[config.mk]
export PLATFORM = sky130hd
export DESIGN_NAME = rip_branch_resolver_flat
export DESIGN_NICKNAME = d
export VERILOG_FILES = /design/src/rtl/rip_branch_resolver_if.sv /design/src/rtl/rip_branch_resolver.sv /design/src/flat_wrapper.sv
export SDC_FILE = /design/constraint.sdc
export NUM_CORES = 1
export LEC_CHECK = 0
export BUFFER_PORTS_ARGS = -buffer_cell sky130_fd_sc_hd__clkbuf_2
export CAP_MARGIN = 20
export CORE_ASPECT_RATIO = 1.4
export CORE_MARGIN = 3
export CORE_UTILIZATION = 50
export CTS_CLUSTER_SIZE = 28
export DETAILED_ROUTE_END_ITERATION = 10
export HOLD_SLACK_MARGIN = 0.03
export PLACE_DENSITY = 0.77
export SYNTH_ARGS = -nofsm -noshare
export SYNTH_HDL_FRONTEND = slang
export SYNTH_SLANG_ARGS = --single-unit
[constraint.sdc]
create_clock -name clk -period 3.9 [get_ports clk]
set_input_delay 0.78 -clock clk [delete_from_list [all_inputs] [get_ports clk]]
set_output_delay 0.78 -clock clk [all_outputs]
set_load 0.1 [all_outputs]
[src/rtl/rip_branch_resolver_if.sv]
// Bundle between fetch/execute and the branch resolver.
// The slave modport is the resolver; the master modport is the pipeline side.
interface rip_branch_resolver_if #(
    parameter int unsigned DEPTH = 8,
    parameter int unsigned IDX_W = 10,
    parameter int unsigned WT_W  = 2
);
    logic                     push;
    logic [IDX_W-1:0]         push_index;
    logic [WT_W-1:0]          push_weight;
    logic                     push_pred;
    logic                     full;
    logic                     empty;
    logic [$clog2(DEPTH):0]   count;
    logic                     stall;
    logic                     resolve;
    logic                     resolve_taken;
    logic                     flush;
    logic                     update;
    logic [IDX_W-1:0]         update_index;
    logic [WT_W-1:0]          update_weight;
    logic                     actual;
    logic                     mispredict;
    logic                     overflow;
    logic [31:0]              stat_resolved;
    logic [31:0]              stat_mispred;

    modport master (
        output push, push_index, push_weight, push_pred, stall, resolve, resolve_taken, flush,
        input  full, empty, count, update, update_index, update_weight, actual, mispredict,
        input  overflow, stat_resolved, stat_mispred
    );

    modport slave (
        input  push, push_index, push_weight, push_pred, stall, resolve, resolve_taken, flush,
        output full, empty, count, update, update_index, update_weight, actual, mispredict,
        output overflow, stat_resolved, stat_mispred
    );
endinterface

[src/rtl/rip_branch_resolver.sv]
// In-order tracker of in-flight branch predictions; returns predictor updates oldest-first.
// Optional statistics counters are built when RIP_BR_RESOLVER_STATS_EN is defined.
module rip_branch_resolver #(
    parameter int unsigned DEPTH = 8,
    parameter int unsigned IDX_W = 10,
    parameter int unsigned WT_W  = 2
) (
    input logic                  clk,
    input logic                  rst,
    rip_branch_resolver_if.slave bus
);
    localparam int unsigned AW = $clog2(DEPTH);
    localparam int unsigned PW = AW + 1;
    localparam int unsigned EW = IDX_W + WT_W + 1;

    // Entry layout: {index, weight, pred}
    logic [EW-1:0]    mem_q [DEPTH];
    logic [PW-1:0]    rd_ptr_q, rd_ptr_d;
    logic [PW-1:0]    wr_ptr_q, wr_ptr_d;
    logic [EW-1:0]    head;
    logic             head_pred;
    logic [WT_W-1:0]  head_weight;
    logic [IDX_W-1:0] head_index;
    logic             empty, full;
    logic             acc_res, acc_push, mis, kill;

    logic             update_q, mispredict_q, actual_q, overflow_q;
    logic [IDX_W-1:0] update_index_q;
    logic [WT_W-1:0]  update_weight_q;

    assign head        = mem_q[rd_ptr_q[AW-1:0]];
    assign head_pred   = head[0];
    assign head_weight = head[WT_W:1];
    assign head_index  = head[EW-1:WT_W+1];

    assign empty = (wr_ptr_q == rd_ptr_q);
    assign full  = (wr_ptr_q[AW-1:0] == rd_ptr_q[AW-1:0]) && (wr_ptr_q[AW] != rd_ptr_q[AW]);

    always_comb begin
        acc_res  = bus.resolve & ~bus.stall & ~empty;
        mis      = acc_res & (head_pred != bus.resolve_taken);
        kill     = bus.flush | mis;
        // A same-cycle pop frees the head slot, so a push is accepted even when full.
        acc_push = bus.push & ~kill & (~full | acc_res);
        rd_ptr_d = rd_ptr_q;
        wr_ptr_d = wr_ptr_q;
        if (kill) begin
            rd_ptr_d = wr_ptr_q;
        end else begin
            if (acc_res)  rd_ptr_d = rd_ptr_q + PW'(1);
            if (acc_push) wr_ptr_d = wr_ptr_q + PW'(1);
        end
    end

    always_ff @(posedge clk) begin
        if (acc_push) begin
            mem_q[wr_ptr_q[AW-1:0]] <= {bus.push_index, bus.push_weight, bus.push_pred};
        end
    end

    always_ff @(posedge clk) begin
        if (rst) begin
            rd_ptr_q        <= '0;
            wr_ptr_q        <= '0;
            update_q        <= 1'b0;
            mispredict_q    <= 1'b0;
            actual_q        <= 1'b0;
            overflow_q      <= 1'b0;
            update_index_q  <= '0;
            update_weight_q <= '0;
        end else begin
            rd_ptr_q     <= rd_ptr_d;
            wr_ptr_q     <= wr_ptr_d;
            update_q     <= acc_res;
            mispredict_q <= mis;
            if (bus.push && full && !acc_res) overflow_q <= 1'b1;
            if (acc_res) begin
                actual_q        <= bus.resolve_taken;
                update_index_q  <= head_index;
                update_weight_q <= head_weight;
            end
        end
    end

`ifdef RIP_BR_RESOLVER_STATS_EN
    logic [31:0] stat_resolved_q, stat_mispred_q;

    always_ff @(posedge clk) begin
        if (rst) begin
            stat_resolved_q <= '0;
            stat_mispred_q  <= '0;
        end else begin
            if (acc_res && (stat_resolved_q != 32'hFFFF_FFFF)) stat_resolved_q <= stat_resolved_q + 32'd1;
            if (mis && (stat_mispred_q != 32'hFFFF_FFFF))      stat_mispred_q  <= stat_mispred_q + 32'd1;
        end
    end

    assign bus.stat_resolved = stat_resolved_q;
    assign bus.stat_mispred  = stat_mispred_q;
`else
    assign bus.stat_resolved = 32'd0;
    assign bus.stat_mispred  = 32'd0;
`endif

    assign bus.full          = full;
    assign bus.empty         = empty;
    assign bus.count         = wr_ptr_q - rd_ptr_q;
    assign bus.update        = update_q;
    assign bus.update_index  = update_index_q;
    assign bus.update_weight = update_weight_q;
    assign bus.actual        = actual_q;
    assign bus.mispredict    = mispredict_q;
    assign bus.overflow      = overflow_q;
endmodule

[src/flat_wrapper.sv]
// flat-port wrapper written by rule: the top's interface ports become plain ports
module rip_branch_resolver_flat 
#(
    parameter int unsigned DEPTH = 8,
    parameter int unsigned IDX_W = 10,
    parameter int unsigned WT_W  = 2
)
  (clk, rst, bus_push, bus_push_index, bus_push_weight, bus_push_pred, bus_stall, bus_resolve, bus_resolve_taken, bus_flush, bus_full, bus_empty, bus_count, bus_update, bus_update_index, bus_update_weight, bus_actual, bus_mispredict, bus_overflow, bus_stat_resolved, bus_stat_mispred);
  rip_branch_resolver_if #(.DEPTH(DEPTH), .IDX_W(IDX_W), .WT_W(WT_W)) bus_i ();
  input logic clk;
  input logic rst;
  input wire logic [$bits(bus_i.push)-1:0] bus_push;
  input wire logic [$bits(bus_i.push_index)-1:0] bus_push_index;
  input wire logic [$bits(bus_i.push_weight)-1:0] bus_push_weight;
  input wire logic [$bits(bus_i.push_pred)-1:0] bus_push_pred;
  input wire logic [$bits(bus_i.stall)-1:0] bus_stall;
  input wire logic [$bits(bus_i.resolve)-1:0] bus_resolve;
  input wire logic [$bits(bus_i.resolve_taken)-1:0] bus_resolve_taken;
  input wire logic [$bits(bus_i.flush)-1:0] bus_flush;
  output wire logic [$bits(bus_i.full)-1:0] bus_full;
  output wire logic [$bits(bus_i.empty)-1:0] bus_empty;
  output wire logic [$bits(bus_i.count)-1:0] bus_count;
  output wire logic [$bits(bus_i.update)-1:0] bus_update;
  output wire logic [$bits(bus_i.update_index)-1:0] bus_update_index;
  output wire logic [$bits(bus_i.update_weight)-1:0] bus_update_weight;
  output wire logic [$bits(bus_i.actual)-1:0] bus_actual;
  output wire logic [$bits(bus_i.mispredict)-1:0] bus_mispredict;
  output wire logic [$bits(bus_i.overflow)-1:0] bus_overflow;
  output wire logic [$bits(bus_i.stat_resolved)-1:0] bus_stat_resolved;
  output wire logic [$bits(bus_i.stat_mispred)-1:0] bus_stat_mispred;
  assign bus_i.push = bus_push;
  assign bus_i.push_index = bus_push_index;
  assign bus_i.push_weight = bus_push_weight;
  assign bus_i.push_pred = bus_push_pred;
  assign bus_i.stall = bus_stall;
  assign bus_i.resolve = bus_resolve;
  assign bus_i.resolve_taken = bus_resolve_taken;
  assign bus_i.flush = bus_flush;
  assign bus_full = bus_i.full;
  assign bus_empty = bus_i.empty;
  assign bus_count = bus_i.count;
  assign bus_update = bus_i.update;
  assign bus_update_index = bus_i.update_index;
  assign bus_update_weight = bus_i.update_weight;
  assign bus_actual = bus_i.actual;
  assign bus_mispredict = bus_i.mispredict;
  assign bus_overflow = bus_i.overflow;
  assign bus_stat_resolved = bus_i.stat_resolved;
  assign bus_stat_mispred = bus_i.stat_mispred;
  rip_branch_resolver #(.DEPTH(DEPTH), .IDX_W(IDX_W), .WT_W(WT_W)) u_core (.clk(clk), .rst(rst), .bus(bus_i));
endmodule
# Word-level counts from Yosys, hierarchy flattened
# Memory sizes are Yosys's and may differ from the RTL's. A register that Yosys moved wholly into a read port is not among the register bits.
# Cells that the tools add are included.
# Widths: inputs -> output; s select.
[totals]
regBits = 24
latch_bits = 0
ramBits = 104
rom_bits = 0
out_inout_bits = 86
mem_count = 1
[classes]
n_addsub = 3
multipliers = 0
div = 0
n_lt_le_gt_ge = 0
eq_ne = 4
shift = 0
mux = 6
bitwise_logic = 11
n_reduce_logical = 6
[memory_table]
columns = ["name", "words", "width", "rd", "rd_clocked_by_memory_dff", "wr", "line_no", "text"]
rows = [
  ["u_core.mem_q", 8, 13, 1, 1, 1, "rip_branch_resolver.sv:17", "logic [EW-1:0] mem_q [DEPTH];"],
]
[op_table]
columns = ["cell", "count"]
rows = [
  ["$add 4x1->4 const B", 2],
  ["$mux 4", 2],
  ["$mux 3", 2],
  ["$and 1x1->1", 5],
  ["$eq 4x4->1", 1],
  ["$not 1->1", 4],
  ["$sub 4x4->4", 1],
  ["$eq 3x3->1", 1],
  ["$logic_and 1x1->1", 3],
  ["$mux 1", 2],
  ["$ne 1x1->1", 2],
  ["$or 1x1->1", 2],
  ["$reduce_and 2->1", 1],
  ["$reduce_bool 2->1", 1],
  ["$logic_not 1->1", 1],
]

# Longest topological paths before layout
# Gate-level depths: netlist of the first run.
[logic_depth]
ltp_word = 10
mapped_depth = 9
ltp_nobuf = 7

# Worst setup path after synthesis of the first run
# OpenSTA, ideal clock, no wires.
[synth_path]
path_type = "register to register"
start = "reg u_core.wr_ptr_q[0]"
end = "mem u_core.mem_q[0][0] in the netlist's numbering (enable)"
setup_ps = 417
arrival_ps = 3273
t_required_ps = 3483
setup_slack_ps = 210
stages_incl_launch_ff = 10
n_path_buf = 2
period_less_slack_ps = 3690
cell_sequence = "dfxtp_1 > clkbuf_1 > inv_1 > ha_1 > nand3_1 > o211ai_1 > mux2i_4 > or2_1 > buf_2 > nor4_1"
[synth_via]
elab_chain_len = 10
[synth_lines]
columns = ["element", "line_no", "text"]
rows = [
  ["from (decl)", "rip_branch_resolver.sv:19", "logic [PW-1:0] wr_ptr_q, wr_ptr_d;"],
  ["from (signal assigned)", "rip_branch_resolver.sv:73", "wr_ptr_q <= wr_ptr_d;"],
  ["$eq 4x4->1", "rip_branch_resolver.sv:36", "assign empty = (wr_ptr_q == rd_ptr_q);"],
  ["$not 1->1", "rip_branch_resolver.sv:40", "acc_res = bus.resolve & ~bus.stall & ~empty;"],
  ["$and 1x1->1", "rip_branch_resolver.sv:40", ""],
  ["$and 1x1->1", "rip_branch_resolver.sv:41", "mis = acc_res & (head_pred != bus.resolve_taken);"],
  ["$or 1x1->1", "rip_branch_resolver.sv:42", "kill = bus.flush | mis;"],
  ["$not 1->1", "rip_branch_resolver.sv:44", "acc_push = bus.push & ~kill & (~full | acc_res);"],
  ["$and 1x1->1 (2 in series)", "rip_branch_resolver.sv:44", ""],
  ["$mux 1", "rip_branch_resolver.sv:56", "if (acc_push) begin"],
  ["$mux 1 (not written as such)", "rip_branch_resolver.sv:57", "mem_q[wr_ptr_q[AW-1:0]] <= {bus.push_index, bus.push_weight, bus.push_pred};"],
  ["to (decl)", "rip_branch_resolver.sv:17", ""],
]
# Parallel ways exist; a longest one is shown, timed or not.

# Final worst setup path of the first run
[layout_path]
start = "reg u_core.wr_ptr_q[0]"
end = "out bus_count[2]"
[layout_via]
elab_chain_len = 1
[layout_lines]
columns = ["element", "line_no", "text"]
rows = [
  ["$sub 4x4->4", "rip_branch_resolver.sv:107", "assign bus.count = wr_ptr_q - rd_ptr_q;"],
  ["to (decl)", "flat_wrapper.sv:22", "output wire logic [$bits(bus_i.count)-1:0] bus_count;"],
]
# No other way between the ends.

==> impl_metrics.json, run 1 <==
{
  "outcome": "finished, final reports clean",
  "synth_cells": 365,
  "cts_tree": "done",
  "grt_max_degree": 29,
  "cp_top_family": "buffers and inverters",
  "rrSetupSlack_ps": 710,
  "r2r-end": "u_core.mem_q[4][0]$_DFFE_PP_",
  "p_leak_nw": 2.35,
  "routed_wl_um": 10500,
  "slew_violations": 0,
  "cts_made_buffers": 17,
  "track_usage": 0.179,
  "ir_drop_uv": 395,
  "synth.top_cell.area_share": 0.546,
  "slowest_stage": "dfxtp_1",
  "whs_path_depth": 2,
  "coreArea_mm2": 0.0110,
  "n_antenna_cell": 0,
  "synthTopCellsByArea": "edfxtp_1 55%, dfxtp_1 9.4%, mux4_2 9.4%, buf_4 8.4%, mux2i_1 2.4%",
  "maxSlewHeadroom": 0.548,
  "drc": 0,
  "drt_iter0_markers": 150,
  "wl_per_cell_um": 18.4,
  "drv_cap": 0,
  "min_path_type": "register to register",
  "drt_pass1_iterations": 4,
  "synth_ff_type": "edfxtp_1",
  "fp.dieW_um": 96.4,
  "clkLatencyLatePin_ps": 410,
  "ctsHoldBuffers": 0,
  "die-area_mm2": 0.0128,
  "first_global_vias": 3015,
  "crit_path_cell_trace": "inv_1 > ha_1 > fa_1 > xnor2_1 > clkbuf_2",
  "antenna_found_initial": 0,
  "htreeDepth": 4,
  "post_cts_buffers": 0,
  "hold_ws_ps": 476,
  "finalHoldViolations": 0,
  "fin_crit_ps": 3310,
  "syn_area_mm2": 0.00572,
  "grt-ovfl-total": 0,
  "crit_path_end_kind": "output port",
  "drive_above_1_share": 0.293,
  "numPortBuffers": 41,
  "max-clock-path-buffers": 2,
  "dpl.hpwl_um": 6970,
  "num_vias": 3005,
  "worstMarginPinSlew_ps": 674,
  "r2r_cells": 8,
  "preCtsSetupSlack_ps": 832,
  "ys_warn_count": 0,
  "row_count": 45,
  "yosysSeqAreaShare": 0.640,
  "synth_largest_area_cell": "edfxtp_1",
  "synth_seq_cells": 131,
  "p_total_mw": 4.02,
  "slowest_delay_ps": 560,
  "cts.sinks": 131,
  "r2r-start": "u_core.wr_ptr_q[0]$_SDFFE_PP0P_",
  "ys_types": 41,
  "path_clk_slew_ps": 60,
  "worstSetupPathType": "register to output port",
  "path_buf_inv": 2,
  "pin_count": 106,
  "grt_pass1_wl_um": 16400,
  "setup_slack_ps": 590,
  "clock.fmax_ghz": 0.302,
  "fin_crit_sh": 0.849,
  "crit_fanout": 9,
  "die_h_um": 133,
  "syn2layout_area_growth_pct": 15.3,
  "async_reset_ff_frac": 0,
  "min_to": "u_core.bus.overflow$_SDFFE_PP0P_",
  "final_nets": 446,
  "required_ps": 3120,
  "cts_resized": 0,
  "layout_commonest_cell": "edfxtp_1",
  "setup-tns-final_ps": 0,
  "mostFrequentLayoutCells": "104 x edfxtp_1, 64 x conb_1, 41 x clkbuf_2",
  "start_kind": "register",
  "power_density_mw_per_mm2": 610,
  "drtAntennaViolNets": 0,
  "grt_setup_unrepaired": "false",
  "avgSynthCellArea_um2": 15.7,
  "initial_core_util": 0.518,
  "gp_congestion": 0.852,
  "min_from": "u_core.bus.overflow$_SDFFE_PP0P_",
  "arrival_ps": 2530,
  "avgViaCountPerCell": 5.24,
  "clockRootBuffer": "clkbuf_16",
  "clock_skew_ps": 5.77,
  "setup_viol": 0,
  "synth_edf_count": 104
}
-- routing by layer --
metal,share of wire,vias to the layer above,track usage
met5,0,-,0
met4,0.036,0,0.0920
met3,0.055,25,0.0489
met2,0.52,117,0.289
met1,0.39,1505,0.216
li1,-,1358,-
-- area by class of cell --
| cell class | count | area [um^2] |
|---|---|---|
| Inverter | 9 | 33.8 |
| Fill cell | 810 | 4440 |
| Timing Repair Buffer | 54 | 303 |
| Sequential cell | 131 | 3660 |
| Tap cell | 141 | 176 |
| Clock buffer | 18 | 429 |
| Multi-Input combinational cell | 207 | 1750 |
| Clock inverter | 14 | 235 |
-- sequential cells by signal, summed over array words and instances, names as in the netlist, named ones only --
| name | count |
|---|---|
| u_core.rd_ptr_q | 4 |
| u_core.bus.update_index | 10 |
| u_core.bus.update_weight | 2 |
| u_core.wr_ptr_q | 4 |
| u_core.bus.overflow | 1 |
| u_core.mem_q | 104 |
| u_core.bus.mispredict | 1 |
| u_core.bus.update | 1 |
| u_core.bus.actual | 1 |
-- kinds of logic after synthesis --
family          after synthesis  synth area share
fa+ha+maj                     6            0.0144
xor+xnor                      6           0.00919
simple gates                 56            0.0477
compound gates               29            0.0387
buf+inv                      90             0.103
other cells                   1          0.000656
mux                          46             0.146
flops                       131             0.640
-- synthesized netlist by cell type (all sizes together), types with 2 or more instances --
library cell	n
edfxtp	104
o21ai	3
a21o	2
ha	5
a31oi	3
a211oi	13
nor2	26
mux2	4
nor4	7
mux2i	16
nand2b	3
a21oi	4
nand2	5
nand3	5
xnor2	5
dfxtp	27
mux4	26
buf	69
or3	2
inv	9
o211ai	2
clkbuf	12
nor3	2
nor2b	3
-- stage by stage --
step | utilization | area, um^2 | instances
final | 0.598 | 6590 | 574
after global routing | 0.598 | 6590 | 574
after CTS | 0.598 | 6590 | 574
after detailed placement | 0.537 | 5930 | 542
after global placement | 0.537 | 5930 | 542
after floorplan | - | 5960 | 428
-- report_power, final --
group	switching, mW	total [mW]	internal, mW
clock network	0.569	1.76	1.19
registers	0.0233	1.56	1.54
logic	0.579	0.697	0.118
total	1.17	4.02	2.85
-- worst reg2reg max path, delay by kind of cell (launching register included) --
| kind | cells | cell delay (ps) |
|---|---|---|
| buf+inv | 2 | 540 |
| compound gates | 1 | 400 |
| flops | 1 | 560 |
| simple gates | 3 | 840 |
| mux | 1 | 160 |
| fa+ha+maj | 1 | 370 |
-- worst max-delay path by stage --
stage | to | cells past startpoint | start | slack [ps]
3_5_place_dp | u_core.mem_q[6][11]$_DFFE_PP_ | 8 | u_core.wr_ptr_q[0]$_SDFFE_PP0P_ | 830
2_1_floorplan | u_core.mem_q[0][0]$_DFFE_PP_ | 9 | u_core.wr_ptr_q[0]$_SDFFE_PP0P_ | 210
4_1_cts | bus_count[2] | 5 | u_core.wr_ptr_q[0]$_SDFFE_PP0P_ | 610
5_1_grt | bus_full | 5 | u_core.wr_ptr_q[0]$_SDFFE_PP0P_ | 450
3_3_place_gp | u_core.mem_q[4][11]$_DFFE_PP_ | 8 | u_core.wr_ptr_q[0]$_SDFFE_PP0P_ | 1020
6_report | bus_count[2] | 5 | u_core.wr_ptr_q[0]$_SDFFE_PP0P_ | 590
Power figures use the tool's default switching activity.
==> inputs of run 2 (changes only) <==
==> constraint.sdc (replaced) <==
create_clock -name clk -period 3 [get_ports clk]
set_input_delay 0.6 -clock clk [delete_from_list [all_inputs] [get_ports clk]]
set_output_delay 0.6 -clock clk [all_outputs]
set_load 0.1 [all_outputs]
==> impl_metrics.json, run 2 (synthesis results as in run 1) <==
{
  "r2r-end": "u_core.mem_q[0][6]$_DFFE_PP_",
  "syn2layout_area_growth_pct": 15.1,
  "max-clock-path-buffers": 2,
  "crit_path_cell_trace": "inv_1 > ha_1 > a21o_1 > a21oi_1 > xnor2_2 > clkbuf_2",
  "setup-tns-final_ps": 0,
  "dpl.hpwl_um": 6910,
  "drt_pass1_iterations": 4,
  "clockRootBuffer": "clkbuf_16",
  "rrSetupSlack_ps": 310,
  "fin_crit_ps": 2820,
  "slowest_stage": "clkbuf_2",
  "outcome": "finished, final reports clean",
  "fin_util": 0.597,
  "arrival_ps": 2220,
  "clkLatencyLatePin_ps": 410,
  "cts_tree": "done",
  "switching_share": 0.305,
  "dr_wl_met2_um": 5600,
  "grt-ovfl-total": 0,
  "hold_ws_ps": 458,
  "crit_path_end_kind": "output port",
  "first_global_vias": 3019,
  "drtAntennaViolNets": 0,
  "fin_cells": 579,
  "worstSetupPathType": "register to output port",
  "cts_made_buffers": 17,
  "drc": 0,
  "largest_register_ffs": 104,
  "numPortBuffers": 41,
  "p_clk_frac": 0.408,
  "htreeDepth": 4,
  "cts_resized": 0,
  "placed_cell_area_mm2": 0.00599,
  "final_nets": 451,
  "highest_layer": "met4",
  "die-area_mm2": 0.0128,
  "endpoint": "bus_count[3]",
  "drt-met1-wl_um": 4210,
  "n_fill_cell": 830,
  "ctsHoldBuffers": 0,
  "layout_commonest_cell": "edfxtp_1",
  "start_kind": "register",
  "worstMarginPinSlew_ps": 786,
  "min_path_type": "register to register",
  "setup_slack_ps": 178,
  "drv_cap": 0,
  "p_switching_mw": 1.53,
  "intPower_mw": 3.47,
  "track_usage": 0.181,
  "routed_wl_um": 10600,
  "maxSlewHeadroom": 0.472,
  "crit_path_start": "u_core.rd_ptr_q[1]$_SDFFE_PP0N_",
  "finalHoldViolations": 0,
  "post_cts_buffers": 0,
  "r2r_cells": 6,
  "num_vias": 3009,
  "slowest_delay_ps": 470,
  "fin_crit_sh": 0.941,
  "avgViaCountPerCell": 5.20,
  "initial_core_util": 0.518,
  "fp.dieW_um": 96.4,
  "grt_pass1_wl_um": 16600,
  "drt_iter0_markers": 196,
  "wl_per_cell_um": 18.3,
  "antenna_found_initial": 0,
  "path_buf_inv": 2,
  "row_count": 45,
  "crit_fanout": 5,
  "path_clk_slew_ps": 50,
  "slew_violations": 0,
  "path_depth": 6,
  "cp_top_family": "buffers and inverters",
  "seq_power_share": 0.405,
  "setup_viol": 0,
  "met3_length_um": 563,
  "clock_skew_ps": 10.9,
  "cts.sinks": 131,
  "clock.fmax_ghz": 0.354,
  "drive_above_1_share": 0.304,
  "stdcell_area_mm2": 0.00658,
  "power_density_mw_per_mm2": 759,
  "die_h_um": 133,
  "gp_congestion": 0.754,
  "pin_count": 106,
  "dp_cells": 547,
  "mostFrequentLayoutCells": "104 x edfxtp_1, 64 x conb_1, 40 x clkbuf_2",
  "n_antenna_cell": 0,
  "grt_setup_unrepaired": "false",
  "grt_max_degree": 29,
  "ir_drop_uv": 494,
  "required_ps": 2400,
  "p_comb_frac": 0.187,
  "coreArea_mm2": 0.0110,
  "p_leak_nw": 2.36,
  "preCtsSetupSlack_ps": 339,
  "p_total_mw": 5.00
}
==> run 2: worst min-delay path, cell delays in order, from the launching register on <==
cell     delay (ps)
dfxtp_1         300
nand2_1          50
a21oi_1          50
==> run 2: metal layers <==
| metal | vias up | track usage |
|---|---|---|
| met5 | - | 0 |
| met4 | 0 | 0.0835 |
| met3 | 14 | 0.0472 |
| met2 | 118 | 0.294 |
| met1 | 1508 | 0.223 |
| li1 | 1369 | - |
==> run 2: worst min path at each step <==
stage                                         start                             end  slack, ps  depth (start not counted)
floorplan           u_core.rd_ptr_q[0]$_SDFFE_PP0N_                        register        510                          2
global placement     u_core.bus.actual$_SDFFE_PP0P_  u_core.bus.actual$_SDFFE_PP0P_        450                          2
detailed placement   u_core.bus.actual$_SDFFE_PP0P_  u_core.bus.actual$_SDFFE_PP0P_        450                          2
CTS                               bus_push_index[8]   u_core.mem_q[5][11]$_DFFE_PP_        450                          1
global route                      bus_push_index[8]   u_core.mem_q[6][11]$_DFFE_PP_        470                          1
finish               u_core.bus.actual$_SDFFE_PP0P_  u_core.bus.actual$_SDFFE_PP0P_        460                          2
==> run 2: layout make-up <==
cell class                 count  area, um^2  area share
multi-input combinational    207        1780       0.270
inverter                       9        33.8     0.00513
clock inverter                14         161      0.0245
clock buffer                  18         429      0.0652
tap                          141         176      0.0268
timing repair buffer          59         343      0.0521
sequential                   131        3660       0.557
==> run 2: power groups by stage <==
stage | Sequential [mW] | Combinational, mW | Clock [mW]
after global routing | 2.03 | 0.977 | 2.16
final | 2.02 | 0.933 | 2.04
after detailed placement | 2.06 | 0.934 | 0
after global placement | 2.06 | 0.924 | 0
after floorplan | 2.18 | 0.751 | 0
after CTS | 2.02 | 0.938 | 2.07
==> inputs of run 3 (changes only) <==
--- a/config.mk
+++ b/config.mk
@@ -8,7 +8,6 @@
 export BUFFER_PORTS_ARGS = -buffer_cell sky130_fd_sc_hd__clkbuf_2
 export CAP_MARGIN = 20
 export CORE_ASPECT_RATIO = 1.4
-export CORE_MARGIN = 3
 export CORE_UTILIZATION = 50
 export CTS_CLUSTER_SIZE = 28
 export DETAILED_ROUTE_END_ITERATION = 10
==> constraint.sdc (replaced) <==
create_clock -name clk -period 2.3 [get_ports clk]
set_input_delay 0.46 -clock clk [delete_from_list [all_inputs] [get_ports clk]]
set_output_delay 0.46 -clock clk [all_outputs]
set_load 0.1 [all_outputs]
==> impl_metrics.json, run 3 (synthesis results as in run 1) <==
{
  "grt_max_degree": 29,
  "drt_iter0_markers": 197,
  "grt-ovfl-total": 0,
  "outcome": "complete, but fails checks",
  "drtAntennaViolNets": 0,
  "preCtsSetupSlack_ps": -222,
  "syn2layout_area_growth_pct": 24.3,
  "clock.fmax_ghz": 0.405,
  "first_global_vias": 3232,
  "p_total_mw": 6.69,
  "finalHoldViolations": 0,
  "path_clk_slew_ps": 60,
  "start_kind": "register",
  "maxSlewHeadroom": 0.584,
  "layout_commonest_cell": "edfxtp_1",
  "worstSetupPathType": "register to register",
  "clock_skew_ps": 7.98,
  "dp_cells": 572,
  "stdcell_area_mm2": 0.00711,
  "mostFrequentLayoutCells": "104 x edfxtp_1, 64 x conb_1, 35 x clkbuf_2",
  "coreArea_mm2": 0.0110,
  "numPortBuffers": 41,
  "cts_tree": "done",
  "setup-tns-final_ps": -11320,
  "largest_register_ffs": 104,
  "track_usage": 0.212,
  "cts_made_buffers": 17,
  "cts.sinks": 131,
  "required_ps": 2420,
  "drt_pass1_iterations": 4,
  "dpl.hpwl_um": 7700,
  "gp_congestion": 0.780,
  "fin_util": 0.647,
  "min_path_type": "primary input to register",
  "htreeDepth": 4,
  "drive_above_1_share": 0.364,
  "pin_count": 106,
  "failed_checks": "negative setup slack",
  "grt_pass1_wl_um": 18000,
  "ir_drop_uv": 826,
  "arrival_ps": 2590,
  "slew_violations": 0,
  "fp.dieW_um": 92.4,
  "num_vias": 3175,
  "drv_cap": 0,
  "power_density_mw_per_mm2": 941,
  "grt_setup_unrepaired": "true",
  "n_antenna_cell": 0,
  "drc": 0,
  "initial_core_util": 0.521,
  "p_leak_nw": 2.55,
  "clkLatencyLatePin_ps": 410,
  "wl_per_cell_um": 18.8,
  "fin_cells": 605,
  "hold_ws_ps": 350,
  "n_fill_cell": 767,
  "setup_slack_ps": -171,
  "worstMarginPinSlew_ps": 624,
  "r2r_cells": 7,
  "die-area_mm2": 0.0119,
  "crit_path_end_kind": "register",
  "ctsHoldBuffers": 0,
  "antenna_found_initial": 0,
  "fin_crit_ps": 2470,
  "routed_wl_um": 11400,
  "clockRootBuffer": "clkbuf_16",
  "avgViaCountPerCell": 5.25,
  "fin_crit_sh": 1.07,
  "whs_path_depth": 1,
  "final_nets": 477,
  "row_count": 45,
  "setup_viol": 91,
  "die_h_um": 129,
  "placed_cell_area_mm2": 0.00640,
  "max-clock-path-buffers": 2,
  "crit_fanout": 8
}
[run 3: cell count changes in the layout (fill, tap and decap cells not counted), moves of 3 or more]
cell,before,now
ha_1,5,2
clkinv_2,4,1
ha_4,0,3
buf_4,19,27
nor4_2,6,0
nor4_4,1,7
buf_12,0,9
buf_6,0,14
clkbuf_2,40,35
[run 3: final cells by class]
type | count | area (um^2) | share of cell area
Sequential cell | 131 | 3670 | 0.516
Timing Repair Buffer | 85 | 716 | 0.101
Clock buffer | 18 | 429 | 0.0604
Tap cell | 141 | 176 | 0.0248
Inverter | 9 | 33.8 | 0.00475
Multi-Input combinational cell | 207 | 1920 | 0.270
Clock inverter | 14 | 163 | 0.0229
[run 3: repair_timing]
action / in CTS / in global routing
endpoints found under the setup margin: 107 / 107
buffers inserted: 1 / 1
resized for setup: 15 / 8
pin swaps: 0 / 2
[run 3: where the power goes]
group	switching (mW)	internal, mW	total, mW
Sequential	0.0254	2.61	2.64
Combinational	1.05	0.332	1.38
Clock	0.974	1.69	2.67
[run 3: critical path, stage by stage, from the launching register on]
cell     delay (ps)
dfxtp_4         370
mux4_2          490
mux2_4          310
mux2i_4         190
or2_4           260
buf_6           150
nor4_4          220
buf_6           190
[run 3: worst paths after layout]
check                                                     from                             end  slack, ps
worst min register to register  u_core.bus.actual$_SDFFE_PP0P_  u_core.bus.actual$_SDFFE_PP0P_        460
worst min-delay path                         bus_push_index[0]    u_core.mem_q[2][3]$_DFFE_PP_        350
worst max-delay path                                  register    u_core.mem_q[3][2]$_DFFE_PP_       -170
worst max register to register                        register    u_core.mem_q[3][2]$_DFFE_PP_       -170
[run 3: layer usage]
metal  part of all wire  track usage  up-vias
li1                   -            -     1426
met1               0.38        0.247     1574
met2               0.53        0.361      150
met3              0.059       0.0632       25
met4              0.029       0.0928        0
met5                  0            0        -
